===== src/rtl/driver_punte_h.sv =====
// One-channel H-bridge driver: direction FSM with coast dead-time on reversal and a
// duty ramp applied only at PWM period boundaries, driving L298N-style in1/in2/en.
module driver_punte_h #(
    parameter int unsigned PWM_BITS    = 12,
    parameter int unsigned DEAD_CYCLES = 50,
    parameter int unsigned RAMP_STEP   = 256
) (
    input  logic                clk,
    input  logic                rst_n,
    input  logic [1:0]          directie,
    input  logic [PWM_BITS-1:0] factor_dc,
    output logic                in1,
    output logic                in2,
    output logic                en,
    output logic [PWM_BITS-1:0] duty_aplicat,
    output logic                timp_mort
);
    localparam int unsigned DW = $clog2(DEAD_CYCLES + 1);
    localparam logic [DW-1:0] DEAD_LOAD = DW'(DEAD_CYCLES);
    localparam logic [PWM_BITS-1:0] STEP = PWM_BITS'(RAMP_STEP);
    localparam logic [1:0] DIR_FWD = 2'b10;
    localparam logic [1:0] DIR_REV = 2'b01;

    typedef enum logic [1:0] {
        ST_STOP = 2'd0,
        ST_FWD  = 2'd1,
        ST_REV  = 2'd2,
        ST_DEAD = 2'd3
    } state_t;

    state_t                state, state_d;
    logic [1:0]            dir_q;
    logic [PWM_BITS-1:0]   duty_q;
    logic [PWM_BITS-1:0]   cnt, cnt_d;
    logic [DW-1:0]         dead_cnt, dead_d;
    logic                  pend_rev, pend_d;
    logic [PWM_BITS-1:0]   duty_d, ramp_val;
    logic                  is_fwd, is_rev, boundary, run_d;

    assign is_fwd   = (dir_q == DIR_FWD);
    assign is_rev   = (dir_q == DIR_REV);
    assign boundary = &cnt;
    assign cnt_d    = cnt + PWM_BITS'(1);

    // Next applied duty: step toward the target, never overshooting or wrapping
    always_comb begin
        ramp_val = duty_q;
        if (RAMP_STEP != 0) begin
            if (duty_q > duty_aplicat) begin
                if (32'(duty_q - duty_aplicat) > RAMP_STEP) begin
                    ramp_val = duty_aplicat + STEP;
                end
            end else if (32'(duty_aplicat - duty_q) > RAMP_STEP) begin
                ramp_val = duty_aplicat - STEP;
            end
        end
    end

    // Next-state and next-duty decisions, all from the registered inputs
    always_comb begin
        state_d = state;
        pend_d  = pend_rev;
        dead_d  = dead_cnt;
        duty_d  = duty_aplicat;
        case (state)
            ST_STOP: begin
                duty_d = '0;
                if (is_fwd) begin
                    state_d = ST_FWD;
                end else if (is_rev) begin
                    state_d = ST_REV;
                end
            end
            ST_FWD: begin
                if (is_rev) begin
                    state_d = ST_DEAD;
                    pend_d  = 1'b1;
                    dead_d  = DEAD_LOAD;
                    duty_d  = '0;
                end else if (!is_fwd) begin
                    state_d = ST_STOP;
                    duty_d  = '0;
                end else if (boundary) begin
                    duty_d = ramp_val;
                end
            end
            ST_REV: begin
                if (is_fwd) begin
                    state_d = ST_DEAD;
                    pend_d  = 1'b0;
                    dead_d  = DEAD_LOAD;
                    duty_d  = '0;
                end else if (!is_rev) begin
                    state_d = ST_STOP;
                    duty_d  = '0;
                end else if (boundary) begin
                    duty_d = ramp_val;
                end
            end
            ST_DEAD: begin
                duty_d = '0;
                if (!is_fwd && !is_rev) begin
                    state_d = ST_STOP;
                    dead_d  = '0;
                end else if (is_rev != pend_rev) begin
                    // Any direction request other than the pending one restarts the coast
                    pend_d = is_rev;
                    dead_d = DEAD_LOAD;
                end else if (dead_cnt <= DW'(1)) begin
                    state_d = pend_rev ? ST_REV : ST_FWD;
                    dead_d  = '0;
                end else begin
                    dead_d = dead_cnt - DW'(1);
                end
            end
            default: begin
                state_d = ST_STOP;
                duty_d  = '0;
            end
        endcase
    end

    assign run_d = (state_d == ST_FWD) || (state_d == ST_REV);

    // State, counters and bridge pins; pins are derived from the next state
    always_ff @(posedge clk or negedge rst_n) begin
        if (!rst_n) begin
            dir_q        <= 2'b00;
            duty_q       <= '0;
            cnt          <= '0;
            state        <= ST_STOP;
            dead_cnt     <= '0;
            pend_rev     <= 1'b0;
            duty_aplicat <= '0;
            in1          <= 1'b0;
            in2          <= 1'b0;
            en           <= 1'b0;
            timp_mort    <= 1'b0;
        end else begin
            dir_q        <= directie;
            duty_q       <= factor_dc;
            cnt          <= cnt_d;
            state        <= state_d;
            dead_cnt     <= dead_d;
            pend_rev     <= pend_d;
            duty_aplicat <= duty_d;
            in1          <= (state_d == ST_FWD);
            in2          <= (state_d == ST_REV);
            en           <= run_d && (cnt_d < duty_d);
            timp_mort    <= (state_d == ST_DEAD);
        end
    end
endmodule


===== config.mk =====
export PLATFORM = sky130hd
export DESIGN_NAME = driver_punte_h
export DESIGN_NICKNAME = d
export VERILOG_FILES = /design/src/rtl/driver_punte_h.sv
export SDC_FILE = /design/constraint.sdc
export NUM_CORES = 1
export LEC_CHECK = 0
export ABC_AREA = 0
export BUFFER_PORTS_ARGS = -buffer_cell sky130_fd_sc_hd__buf_2
export CAP_MARGIN = 5
export CELL_PAD_IN_SITES_DETAIL_PLACEMENT = 1
export CELL_PAD_IN_SITES_GLOBAL_PLACEMENT = 1
export CORE_MARGIN = 4
export CORE_UTILIZATION = 52
export CTS_BUF_LIST = sky130_fd_sc_hd__clkbuf_2
export CTS_CLUSTER_SIZE = 8
export DETAILED_ROUTE_END_ITERATION = 6
export HOLD_SLACK_MARGIN = 0.1
export MAX_ROUTING_LAYER = met4
export PLACE_DENSITY_LB_ADDON = 0.1
export SLEW_MARGIN = 20
export SYNTH_ARGS = -nofsm -noshare
export SYNTH_HDL_FRONTEND = slang
export SYNTH_SLANG_ARGS = --single-unit

===== constraint.sdc =====
create_clock -name clk -period 6.94 [get_ports clk]
set_input_delay 1.041 -clock clk [delete_from_list [all_inputs] [get_ports clk]]
set_output_delay 1.041 -clock clk [all_outputs]
set_load 0.01 [all_outputs]

==> After elaboration in Yosys (flattened, before gate mapping) <==
Cells that the tools add are included.
{ "totals": {"reg_bits": 51, "input_bits": 16, "output_inout_bits": 16} }
{ "op_classes": {"addsub": 6, "order_cmp": 5, "eq_ne": 13, "muxes": 31, "reduce_logical": 11} }
{ "op_table": {"columns": ["op", "count"], "rows": [
  ["two-way mux 12 bit", 8],
  ["greater-than comparator 32 x 9 -> 1 bit (second input constant)", 2],
  ["case mux 12 bit (3 select lines)", 1],
  ["two-way mux 6 bit", 5],
  ["subtractor 12 x 12 -> 13 bit", 2],
  ["two-way mux 2 bit", 10],
  ["case mux 6 bit (3 select lines)", 1],
  ["adder 12 x 1 -> 12 bit (second input constant)", 1],
  ["adder 12 x 9 -> 12 bit (second input constant)", 1],
  ["greater-than comparator 12 bit", 1],
  ["< comparator 12 bit", 1],
  ["AND reduction 12 bit", 1],
  ["subtractor 12 x 9 -> 12 bit (second input constant)", 1],
  ["== test 2 bit (second input constant)", 5],
  ["inequality test 2 bit (second input constant)", 4],
  ["case mux 2 bit (4 select lines)", 1],
  ["== test 2 x 1 -> 1 bit (second input constant)", 3],
  ["less-or-equal comparator 6 x 1 -> 1 bit (second input constant)", 1],
  ["subtractor 6 x 1 -> 6 bit (second input constant)", 1],
  ["AND reduction 5 bit", 1],
  ["two-way mux 1 bit", 4],
  ["case mux 1 bit (3 select lines)", 1],
  ["AND reduction 3 bit", 1],
  ["nonzero test 3 bit", 1],
  ["6 further kinds", 8]
]} }

==> Longest topological paths before layout <==
Gate-level depths: netlist of run 1.
{ "logic_depth": {"depth_word": 10, "mapped_depth": 23, "ltp_nobuf": 22} }

==> Least setup slack after synthesis of run 1 <==
OpenSTA, ideal clock, no wires.
{ "synth_path": {"path_type": "register to register", "start": "register duty_aplicat[0]", "end": "register en", "setup_time_ns": 0.082, "arrival_ns": 4.261, "required_time_ns": 6.858, "setup_slack_ns": 2.596, "stages_incl_launch_ff": 21, "path_buffers": 1, "period_less_slack_ns": 4.344, "path_cell_list": "dfrtp_1 > ha_1 > fa_1 > nand2b_1 > a211o_1 > a21o_1 > a211o_1 > a22oi_2 > nand3_2 > a21oi_4 > buf_6 > nand3_2 > o21a_1 > ha_1 > a21o_1 > a21oi_1 > nor3_1 > a2111oi_0 > o21ai_0 > or3_1 > o22ai_1"} }
{ "synth_between": {"elab_chain_len": 10, "word_cells_on_any_way": 18} }
{ "synth_lines": {"columns": ["item", "line_no", "rtl"], "rows": [
  ["from (decl)", "15", "output logic [PWM_BITS-1:0] duty_aplicat,"],
  ["from (signal assigned)", "146", "duty_aplicat <= duty_d;"],
  ["subtractor 12 x 12 -> 13 bit (on tied branches)", "53, 50", null],
  ["greater-than comparator 32 x 9 -> 1 bit (on tied branches)", "53, 50", null],
  ["two-way mux 12 bit (on tied branches)", "53, 50", null],
  ["two-way mux 12 bit", "49", "if (duty_q > duty_aplicat) begin"],
  ["two-way mux 12 bit (*)", "83, 96", null],
  ["two-way mux 12 bit (on tied branches)", "93, 80", null],
  ["two-way mux 12 bit (on tied branches)", "88, 75", null],
  ["case mux 12 bit (3 select lines) (*)", "65", "case (state)"],
  ["< comparator 12 bit (*)", "149", "en <= run_d && (cnt_d < duty_d);"],
  ["logical AND 1 bit (*)", "149", null],
  ["to (signal assigned)", "149", null],
  ["to (decl)", "14", "output logic en,"]
]} }
Every way passes the cells marked *; elsewhere a longest branch is shown, timed or not.
A chain may end at the register's enable or synchronous reset.

==> Worst setup path in the final report of run 1 <==
Ends and elaborated chain as after synthesis.

==> reports/metrics.yaml, run 1 <==
outcome:
  status: "complete, no violations"
power_and_ir_drop:
  intPower_uw: 412
  seq_power_share_pct: 55.0
  leakage_nw: 2.04
  clkPwrFrac_pct: 18.0
  max-vdd-ir-drop_mv: 0.145
  netSwitchingFraction_pct: 34.6
  p_per_area_nw_per_um2: 144
  combPwrFrac_pct: 27.0
  p_sw_uw: 218
sta:
  max_freq_mhz: 194
  worst_pin_slew_ns: 0.643
  rsz0062_at_grt: "false"
  timing.hold.ws_ns: 0.544
  hold_viol_final: 0
  min_period_over_period_pct: 74.3
  setup_ws_ns: 1.79
  min_period_ns: 5.15
  slew_violations: 0
  relSlewSlack_pct: 57.1
  finalSetupViolCount: 0
  skew_ns: 0.0433
  tns_ns: 0
logic_synthesis:
  synth_cell_type_count: 70
  yosysSeqAreaShare_pct: 30.7
  synth_area_um2: 4150
  synth_ff_type: "dfrtp_1"
  async_reset_ff_share_pct: 100
  synth-seq-cells: 51
  synth-edff-count: 0
  syn_nets: 516
  synth_cells: 454
  synth_top_cell_area_share_pct: 30.7
  syn_avg_cell_area_um2: 9.15
  synthTopCellsByArea: "dfrtp_1 (31%), ha_1 (14%), inv_1 (3.3%)"
  ys_warn_count: 0
  yosys.area.top_type: "dfrtp_1"
cts:
  cts_buffers: 5
  clk_latency_ns: 0.43
  cts_root_buffer: "clkbuf_2"
  cts.clk_slew.worst_paths_ns: 0.27
  post-cts-setup-buffers: 0
  clkSinkCount: 51
  cts_tree: "done"
  clk_path_buf_depth: 2
  cts_htree_levels: 2
  holdBufCountCts: 0
  cts_resized: 0
final_layout:
  final_common_cell: "dfrtp_1"
  layout_common_cells: "dfrtp_1 (51), ha_1 (45), inv_1 (37)"
  design_area_um2: 4380
  diodes: 0
  nFillCells: 922
  area_growth_pct: 5.39
  drive_gt1_share_pct: 14.9
  final_nets: 538
route:
  met3_length_um: 227
  wl_met2_mm: 5.33
  highest_layer: "met4"
  drt_first_pass_iters: 4
  post-route-drc-count: 0
  routed_wl_mm: 10.7
  final_antenna_net_count: 0
  vias_per_cell: 6.01
  drtIter0Drc: 88
  vias: 3480
  wl_met1_mm: 4.86
  wl_per_cell_um: 18.4
worst_hold_path:
  hold_path_class: "register to register"
  min_path_cells: 1
critical_path:
  crit_fanout: 22
  crit_arrival_ns: 5.54
  r2r_setup_slack_ns: 1.79
  path_class: "register to register"
  start_kind: "register"
  r2r_start: "duty_aplicat[0]$_DFF_PN0_"
  endpoint: "en$_DFF_PN0_"
  required_ns: 7.33
  end_kind: "register"
  reg2reg_to: "en$_DFF_PN0_"
  rr_worst_depth: 19
  worstSetupStartpoint: "duty_aplicat[0]$_DFF_PN0_"
global_route:
  antenna_found_initial: 0
  grt_max_degree: 52
  grt_overflow: 0
  grt_pass1_vias: 3653
  track_usage_pct: 23.6
  grt_pass1_wl_mm: 18.1
floorplanning:
  num_rows: 32
  die_h_um: 97.4
  die_w_um: 97.4
  dieArea_um2: 9480
  start_util_pct: 53.7
  boundaryPins: 32
  core_um2: 7730
placed_design:
  place_area_um2: 4340
  gp_congestion: 0.913
  hpwl_mm: 8.67
  dp_slack_ns: 1.87
  numPortBuffers: 31
run:
  drv_cap: 0
## how the worst min path moves through the flow
| stage | from | end | slack [ns] |
|---|---|---|---|
| finish | cnt[11]$_DFF_PN0_ | cnt[11]$_DFF_PN0_ | 0.54 |
| detailed placement | cnt[10]$_DFF_PN0_ | cnt[10]$_DFF_PN0_ | 0.51 |
| global placement | cnt[10]$_DFF_PN0_ | cnt[10]$_DFF_PN0_ | 0.49 |
| CTS | cnt[11]$_DFF_PN0_ | cnt[11]$_DFF_PN0_ | 0.54 |
| floorplan | cnt[0]$_DFF_PN0_ | cnt[0]$_DFF_PN0_ | 0.45 |
| global route | cnt[8]$_DFF_PN0_ | cnt[8]$_DFF_PN0_ | 0.55 |
## worst max-delay path: stages (launching register included)
cell and delay (ns):
dfrtp_1 0.51, ha_1 0.32, fa_1 0.42, nand2b_1 0.18
a211o_1 0.33, a21o_1 0.21, a211o_1 0.32, a22oi_2 0.16
nand3_2 0.16, a21oi_4 0.56, nand3_2 0.15, o21a_1 0.13
ha_1 0.30, a21o_1 0.17, a21oi_1 0.15, nor3_1 0.07
a2111oi_0 0.34, o21ai_0 0.18, or3_1 0.33, o22ai_1 0.12
## flip-flops by register name (all words and copies together) (netlist names)
name and count:
cnt 12, duty_aplicat 12, duty_q 12, dead_cnt 6
dir_q 2, state 2, en 1, in1 1
in2 1, pend_rev 1, timp_mort 1
## through the flow
stage / instances / utilization, % / total power [mW]
final: 579 / 56.6 / 0.630
after detailed placement: 571 / 56.1 / 0.521
after global routing: 579 / 56.6 / 0.676
after CTS: 579 / 56.6 / 0.639
after floorplan: 454 / - / 0.472
after global placement: 571 / 56.1 / 0.512
## logic make-up (layout without fill, tap and decap cells)
family	count (synthesis)	count (layout)	share of synthesized area, %
AOI/OAI and AO/OA	139	139	24.9
and+or+nand+nor	134	134	17.6
buffers and inverters	55	78	6.21
DFF	51	51	30.7
adders and majority gates	46	46	14.0
xor gates and xnor gates	22	22	4.64
muxes	7	7	1.87
## layout make-up
type	count	area [µm²]	area share [%]
tap	102	128	2.92
timing repair buffer	33	170	3.89
clock buffer	5	25.0	0.572
multi-input combinational	348	2620	59.9
sequential	51	1280	29.2
clock inverter	3	15.0	0.343
inverter	37	139	3.17
## synthesized netlist by cell type (all sizes together), types with 11 or more instances
cell and number:
a21oi 33, buf 12, dfrtp 51, ha 45, inv 37, nand2 36, nand3 22, nor2 17
o21a 11, o21ai 29, xnor2 14
## metal layers
layer  vias up  global-route usage [%]
met2        44                    39.2
met4         0                    7.35
met1      1717                    30.6
li1       1699                       -
met5         -                       -
met3        20                    2.23
## power groups by stage
stage,combinational (mW),clock [mW],sequential (mW)
finish,0.170,0.113,0.346
detailed placement,0.170,0,0.352
global route,0.191,0.132,0.353
global placement,0.162,0,0.350
CTS,0.171,0.121,0.347
floorplan,0.130,0,0.342
Power figures use the tool's default switching activity.
==> run 2: changes to the inputs <==
--- a/config.mk
+++ b/config.mk
@@ -11,7 +11,7 @@
 export CELL_PAD_IN_SITES_DETAIL_PLACEMENT = 1
 export CELL_PAD_IN_SITES_GLOBAL_PLACEMENT = 1
 export CORE_MARGIN = 4
-export CORE_UTILIZATION = 52
+export CORE_UTILIZATION = 44
 export CTS_BUF_LIST = sky130_fd_sc_hd__clkbuf_2
 export CTS_CLUSTER_SIZE = 8
 export DETAILED_ROUTE_END_ITERATION = 6
==> constraint.sdc (replaced) <==
create_clock -name clk -period 4.29 [get_ports clk]
set_input_delay 0.6435 -clock clk [delete_from_list [all_inputs] [get_ports clk]]
set_output_delay 0.6435 -clock clk [all_outputs]
set_load 0.01 [all_outputs]
==> run 2 against run 1 <==
  * The flow now finishes with violations (setup timing)
  * Maximum frequency increased by 11%
  * Total power rose by 94%
  * Global-route usage down 0.13 points
  * Setup slack lost 2.1 ns
  * Largest power group unchanged
  * Cell area up 21%
  * Register-to-register slack worse by 2.1 ns
  * Sequential cell count unchanged
  * Non-clock buffer count is 88 higher
  * Hold slack got worse by 0.31 ns
  * Routed wire length is 23% higher
  * Sequential power up 62%
  * Critical path depth up 2
==> reports/metrics.yaml, run 2 (synthesis results as in run 1) <==
outcome:
  status: "finished, violations left"  # was complete, no violations
  violations: "setup timing"
sta:
  max_freq_mhz: 215  # was 194 MHz
  slew_violations: 0  # unchanged
  finalSetupViolCount: 1  # was 0
  hold_viol_final: 0  # unchanged
  skew_ns: 0.0285  # was 0.0433 ns
  setup_ws_ns: -0.351  # was 1.79 ns
  relSlewSlack_pct: 55.4  # was 57.1%
  timing.hold.ws_ns: 0.234  # was 0.544 ns
  tns_ns: -0.351  # was 0 ns
  min_period_over_period_pct: 108  # was 74.3%
  rsz0062_at_grt: "true"  # was false
  min_period_ns: 4.64  # was 5.15 ns
  worst_pin_slew_ns: 0.669  # was 0.643 ns
global_route:
  grt_overflow: 0  # unchanged
  grt_max_degree: 52  # unchanged
  grt_pass1_wl_mm: 20.5  # was 18.1 mm
  antenna_found_initial: 0  # unchanged
  track_usage_pct: 23.5  # was 23.6%
  grt_pass1_vias: 4079  # was 3,653
route:
  wl_per_cell_um: 19.4  # was 18.4 µm
  post-route-drc-count: 0  # unchanged
  final_antenna_net_count: 0  # unchanged
  drtIter0Drc: 138  # was 88
  vias_per_cell: 5.76  # was 6.01
  vias: 3898  # was 3,480
  routed_wl_mm: 13.1  # was 10.7 mm
  drt_first_pass_iters: 4  # unchanged
final_layout:
  final_common_cell: "buf_4"  # was dfrtp_1
  diodes: 0  # unchanged
  final_nets: 627  # was 538
  reg_top3: "cnt: 12 flops, duty_aplicat: 12 flops, duty_q: 12 flops"  # unchanged
  drive_gt1_share_pct: 32.7  # was 14.9%
  layout_common_cells: "buf_4 (90), dfrtp_1 (50), inv_1 (37), ha_1 (37), nand2_1 (35)"  # was dfrtp_1 (51), ha_1 (45), inv_1 (37)
  area_growth_pct: 27.1  # was 5.39%
  instances_no_fill: 677  # was 579
placed_design:
  numPortBuffers: 31  # unchanged
  gp_congestion: 0.967  # was 0.913
  hpwl_mm: 9.98  # was 8.67 mm
  dp.cells: 655  # was 571
cts:
  clk_latency_ns: 0.45  # was 0.43 ns
  cts_root_buffer: "clkbuf_2"  # unchanged
  cts.clk_slew.worst_paths_ns: 0.31  # was 0.27 ns
  holdBufCountCts: 0  # unchanged
  cts_buffers: 5  # unchanged
  clkSinkCount: 51  # unchanged
  cts_htree_levels: 2  # unchanged
  cts_tree: "done"  # unchanged
  clk_path_buf_depth: 2  # unchanged
critical_path:
  crit_arrival_ns: 5.05  # was 5.54 ns
  end_kind: "register"  # unchanged
  required_ns: 4.70  # was 7.33 ns
  path_class: "register to register"  # unchanged
  start_kind: "register"  # unchanged
  crit_fanout: 4  # was 22
floorplanning:
  start_util_pct: 45.2  # was 53.7%
  num_rows: 35  # was 32
  core_um2: 9200  # was 7730 µm²
  die_w_um: 105  # was 97.4 µm
  dieArea_um2: 11100  # was 9480 µm²
  die_h_um: 105  # was 97.4 µm
  boundaryPins: 32  # unchanged
power_and_ir_drop:
  p_per_area_nw_per_um2: 232  # was 144 nW/µm²
  leakage_nw: 2.50  # was 2.04 nW
  max-vdd-ir-drop_mv: 0.171  # was 0.145 mV
run:
  drv_cap: 0  # unchanged
worst_hold_path:
  hold_path_class: "input pin to asynchronous set/reset pin"  # was register to register
## run 2: cell types whose count changed in the layout (fill, tap and decap cells not counted), moves of 3 or more
cell	delta
ha_4	+3
o21ai_1	+4
buf_4	+88
ha_2	+5
a211oi_2	+3
a21oi_1	-3
o21ai_0	-4
a21oi_2	+3
ha_1	-8
a211oi_1	-3
## run 2: report_power, final
part	internal [mW]	leakage, nW	switching (mW)
clock network	0.161	0.0551	0.174
logic	0.145	1.80	0.185
registers	0.520	0.648	0.0402
total	0.825	2.50	0.399
## run 2: metrics by stage
stage	cell area (µm²)	power (mW)	setup slack (ns)	utilization [%]
CTS	5080	1.22	-0.284	55.2
finish	5280	1.22	-0.351	57.4
global route	5280	1.30	-0.585	57.4
detailed placement	4910	0.880	-0.413	53.4
floorplan	4160	0.764	0.0116	-
global placement	4910	0.864	-0.130	53.4
## run 2: what timing repair did
action                                  CTS  global route
endpoints found under the setup margin    1             1
buffers inserted                          3            10
gates cloned                              1             0
gates resized for setup                   8            25
pin swaps                                 3            26
## run 2: final timing paths
path                                      startpoint                         to  slack, ns  depth (start not counted)
max reg2reg                duty_aplicat[0]$_DFF_PN0_               en$_DFF_PN0_      -0.35                         21
min                                            rst_n       duty_q[10]$_DFF_PN0_       0.23                          2
max                        duty_aplicat[0]$_DFF_PN0_               en$_DFF_PN0_      -0.35                         21
min reg2reg                        cnt[10]$_DFF_PN0_          cnt[10]$_DFF_PN0_       0.54                          1
min in group clk                        factor_dc[8]        duty_q[8]$_DFF_PN0_       0.26                          1
max in group asynchronous                      rst_n  duty_aplicat[1]$_DFF_PN0_       3.54                          2
## run 2: metal layers
layer	wire length (µm)	vias to the layer above	GRT usage (%)
li1	-	1868	-
met1	5440	1936	27.9
met2	6910	66	41.3
met3	363	28	2.78
met4	383	0	7.78
met5	0	-	-
## run 2: layout make-up
type | instances | area [µm²]
inverters | 37 | 139
clock inverters | 3 | 71.3
repair buffers | 121 | 831
well taps | 111 | 139
flip-flops and latches | 51 | 1280
multi-input cells | 349 | 2800
clock buffers | 5 | 25.0
fillers | 1086 | 3920
## run 2: worst max-delay path, cell delays in order, from the launching register on
cell       delay [ns]
dfrtp_1          0.47
ha_4             0.17
fa_2             0.34
nand2b_4         0.15
a211o_1          0.31
buf_4            0.15
a211oi_2         0.24
o21ai_1          0.14
a21oi_2          0.22
nand3_4          0.10
buf_4            0.17
buf_4            0.14
a211oi_2         0.20
a41o_1           0.17
o21ai_1          0.09
ha_1             0.31
nand4_1          0.12
nor3_1           0.08
a2111oi_2        0.33
o21ai_1          0.15
or3_1            0.42
o22ai_1          0.13
==> run 3: changes to the inputs <==
--- a/config.mk
+++ b/config.mk
@@ -10,6 +10,7 @@
 export CAP_MARGIN = 5
 export CELL_PAD_IN_SITES_DETAIL_PLACEMENT = 1
 export CELL_PAD_IN_SITES_GLOBAL_PLACEMENT = 1
+export CORE_ASPECT_RATIO = 0.5
 export CORE_MARGIN = 4
 export CORE_UTILIZATION = 44
 export CTS_BUF_LIST = sky130_fd_sc_hd__clkbuf_2
==> run 3 against run 2 <==
  * The flow still finishes with violations (setup timing)
  * Hold slack gained 0.014 ns
  * Register-to-register slack improved by 0.02 ns
  * First-iteration DRC count rose by 43%
  * Cell area is the same
  * Cell count increased by 0.89%
  * Total power fell by 1.0%
  * Routed wire length increased by 4.5%
  * Setup slack improved by 0.021 ns
  * Largest power group unchanged
  * Via count increased by 2.2%
  * Non-clock buffer count unchanged
  * Sequential share of layout area stayed put
==> reports/metrics.yaml, run 3 (synthesis results as in run 1) <==
route:
  post-route-drc-count: 0  # unchanged
  highest_layer: "met4"  # unchanged
  vias: 3985  # was 3,898
  vias_per_cell: 5.83  # was 5.76
  drt_first_pass_iters: 5  # was 4
  wl_per_cell_um: 20.0  # was 19.4 µm
  wl_met2_mm: 6.73  # was 6.91 mm
  met3_length_um: 473  # was 363 µm
  final_antenna_net_count: 0  # unchanged
  routed_wl_mm: 13.7  # was 13.1 mm
  wl_met1_mm: 6.35  # was 5.44 mm
  drtIter0Drc: 198  # was 138
floorplanning:
  dieArea_um2: 11200  # was 11,100 µm²
  num_rows: 24  # was 35
  boundaryPins: 32  # unchanged
  die_h_um: 76.7  # was 105 µm
  start_util_pct: 46.4  # was 45.2%
  core_um2: 8950  # was 9200 µm²
  die_w_um: 145  # was 105 µm
power_and_ir_drop:
  p_total_mw: 1.21  # was 1.22 mW
  leakage_nw: 2.49  # was 2.50 nW
  max-vdd-ir-drop_mv: 0.197  # was 0.171 mV
  p_per_area_nw_per_um2: 229  # was 232 nW/µm²
cts:
  cts_root_buffer: "clkbuf_2"  # unchanged
  holdBufCountCts: 0  # unchanged
  cts.clk_slew.worst_paths_ns: 0.27  # was 0.31 ns
  cts_tree: "done"  # unchanged
  clkSinkCount: 51  # unchanged
  clk_path_buf_depth: 2  # unchanged
  cts_htree_levels: 2  # unchanged
  cts_buffers: 5  # unchanged
  clk_latency_ns: 0.46  # was 0.45 ns
critical_path:
  required_ns: 4.70  # about the same
  cp_slowest_cell: "ha_1"  # was dfrtp_1
  crit_arrival_ns: 5.03  # was 5.05 ns
  end_kind: "register"  # unchanged
  crit_buf_inv: 4  # was 3
  start_kind: "register"  # unchanged
  crit_fanout: 8  # was 4
  cpLargestDelayFamily: "compound AO/OA/AOI/OAI gates"  # unchanged
  path_class: "register to register"  # unchanged
  slowest_delay_ns: 0.49  # was 0.47 ns
  cp_cell_sequence: "ha_1 -> nand3_2 -> buf_4 -> nor4_1 -> a2111oi_0 -> o32a_2 -> nand4_4 -> a21oi_4 -> buf_12 -> buf_6 -> buf_4 -> o21a_1 -> ha_2 -> a21o_1 -> a21oi_1 -> nor3_1 -> a2111oi_0 -> o21ai_1 -> or3_1 -> o22ai_1"  # was ha_4 -> fa_2 -> nand2b_4 -> a211o_1 -> buf_4 -> a211oi_2 -> o21ai_1 -> a21oi_2 -> nand3_4 -> buf_4 -> buf_4 -> a211oi_2 -> a41o_1 -> o21ai_1 -> ha_1 -> nand4_1 -> nor3_1 -> a2111oi_2 -> o21ai_1 -> or3_1 -> o22ai_1
global_route:
  grt_overflow: 0  # unchanged
  track_usage_pct: 25.6  # was 23.5%
  antenna_found_initial: 0  # unchanged
  grt_max_degree: 52  # unchanged
  grt_pass1_vias: 4277  # was 4,079
  grt_pass1_wl_mm: 22.7  # was 20.5 mm
final_layout:
  diodes: 0  # unchanged
  multi_input_area_um2: 2770  # was 2800 µm²
  layout_common_cells: "buf_4 (85), dfrtp_1 (50), inv_1 (37), ha_1 (37), nand2_1 (35)"  # was buf_4 (90), dfrtp_1 (50), inv_1 (37), ha_1 (37), nand2_1 (35)
  drive_gt1_share_pct: 32.0  # was 32.7%
  seq_area_um2: 1280  # unchanged
  utilization_pct: 59.0  # was 57.4%
  nFillCells: 1050  # was 1,086
  area_growth_pct: 27.1  # unchanged
  reg_top3: "cnt: 12 flops, duty_aplicat: 12 flops, duty_q: 12 flops"  # unchanged
  final_common_cell: "buf_4"  # unchanged
  final_nets: 627  # unchanged
placed_design:
  gp_congestion: 0.921  # was 0.967
  numPortBuffers: 31  # unchanged
  dp_slack_ns: -0.376  # was -0.413 ns
  hpwl_mm: 10.3  # was 9.98 mm
sta:
  max_freq_mhz: 216  # was 215 MHz
  skew_ns: 0.0206  # was 0.0285 ns
  min_period_over_period_pct: 108  # about the same
  rsz0062_at_grt: "true"  # unchanged
  timing.hold.ws_ns: 0.249  # was 0.234 ns
  relSlewSlack_pct: 56.2  # was 55.4%
  setup_ws_ns: -0.330  # was -0.351 ns
  slew_violations: 0  # unchanged
  min_period_ns: 4.62  # was 4.64 ns
  hold_viol_final: 0  # unchanged
  worst_pin_slew_ns: 0.657  # was 0.669 ns
  finalSetupViolCount: 1  # unchanged
run:
  drv_cap: 0  # unchanged
outcome:
  status: "finished, violations left"  # unchanged
  violations: "setup timing"  # unchanged
worst_hold_path:
  hold_path_class: "input pin to asynchronous set/reset pin"  # unchanged
==> run 3: cell count changes in the layout (fill, tap and decap cells not counted), sizes merged <==
cell,previous run,this run
inv,38,37
clkinvlp,0,1
==> run 3: final timing paths <==
path / startpoint / to / slack, ns / cells after the start
min reg2reg: cnt[0]$_DFF_PN0_ / cnt[0]$_DFF_PN0_ / 0.54 / 1
max in group asynchronous: rst_n / duty_aplicat[1]$_DFF_PN0_ / 3.60 / 2
max reg2reg: duty_q[7]$_DFF_PN0_ / en$_DFF_PN0_ / -0.33 / 20
max: duty_q[7]$_DFF_PN0_ / en$_DFF_PN0_ / -0.33 / 20
min: rst_n / duty_aplicat[3]$_DFF_PN0_ / 0.25 / 2
min in group clk: factor_dc[11] / duty_q[11]$_DFF_PN0_ / 0.26 / 1
==> run 3: what timing repair did <==
| item | 4_1_cts | 5_1_grt |
|---|---|---|
| gates resized for setup | 19 | 10 |
| pin swaps | 14 | 9 |
| setup endpoints to repair | 1 | 1 |
| endpoints found under the hold margin | 0 | 0 |
| setup buffers | 14 | 0 |
| gates cloned | 1 | 0 |
==> run 3: worst reg2reg max path, stage by stage, from the launching register on <==
cell and delay (ns):
dfrtp_1 0.48, ha_1 0.50, nand3_2 0.19, buf_4 0.18, nor4_1 0.31, a2111oi_0 0.13
o32a_2 0.39, nand4_4 0.14, a21oi_4 0.07, buf_12 0.14, buf_6 0.11, buf_4 0.13
o21a_1 0.21, ha_2 0.19, a21o_1 0.19, a21oi_1 0.13, nor3_1 0.06, a2111oi_0 0.38
o21ai_1 0.17, or3_1 0.35, o22ai_1 0.12
==> run 3: power by group <==
part	internal, mW	total, mW	switching (mW)
clock	0.156	0.322	0.166
sequential	0.519	0.561	0.0414
combinational	0.143	0.328	0.185
==> run 3: routing by layer <==
metal  global-route usage [%]  vias up
met5                        -        -
met4                     5.11        0
met3                     2.89       16
met2                     42.9       91
met1                     34.0     2020
li1                         -     1858
==> run 3: stage by stage <==
step | area, µm² | TNS (ns) | cells
after floorplan | 4160 | 0 | 454
after global placement | 4910 | -0.0811 | 660
after detailed placement | 4910 | -0.376 | 660
after CTS | 5220 | -0.205 | 683
after global routing | 5280 | -0.410 | 683
final | 5280 | -0.330 | 683
==> run 3: area by class of cell <==
cell class	count	area share (%)
inverters	37	2.63
well taps	117	2.77
repair buffers	121	16.3
multi-input cells	349	52.4
clock buffers	5	0.474
clock inverters	3	1.28
flip-flops and latches	51	24.2
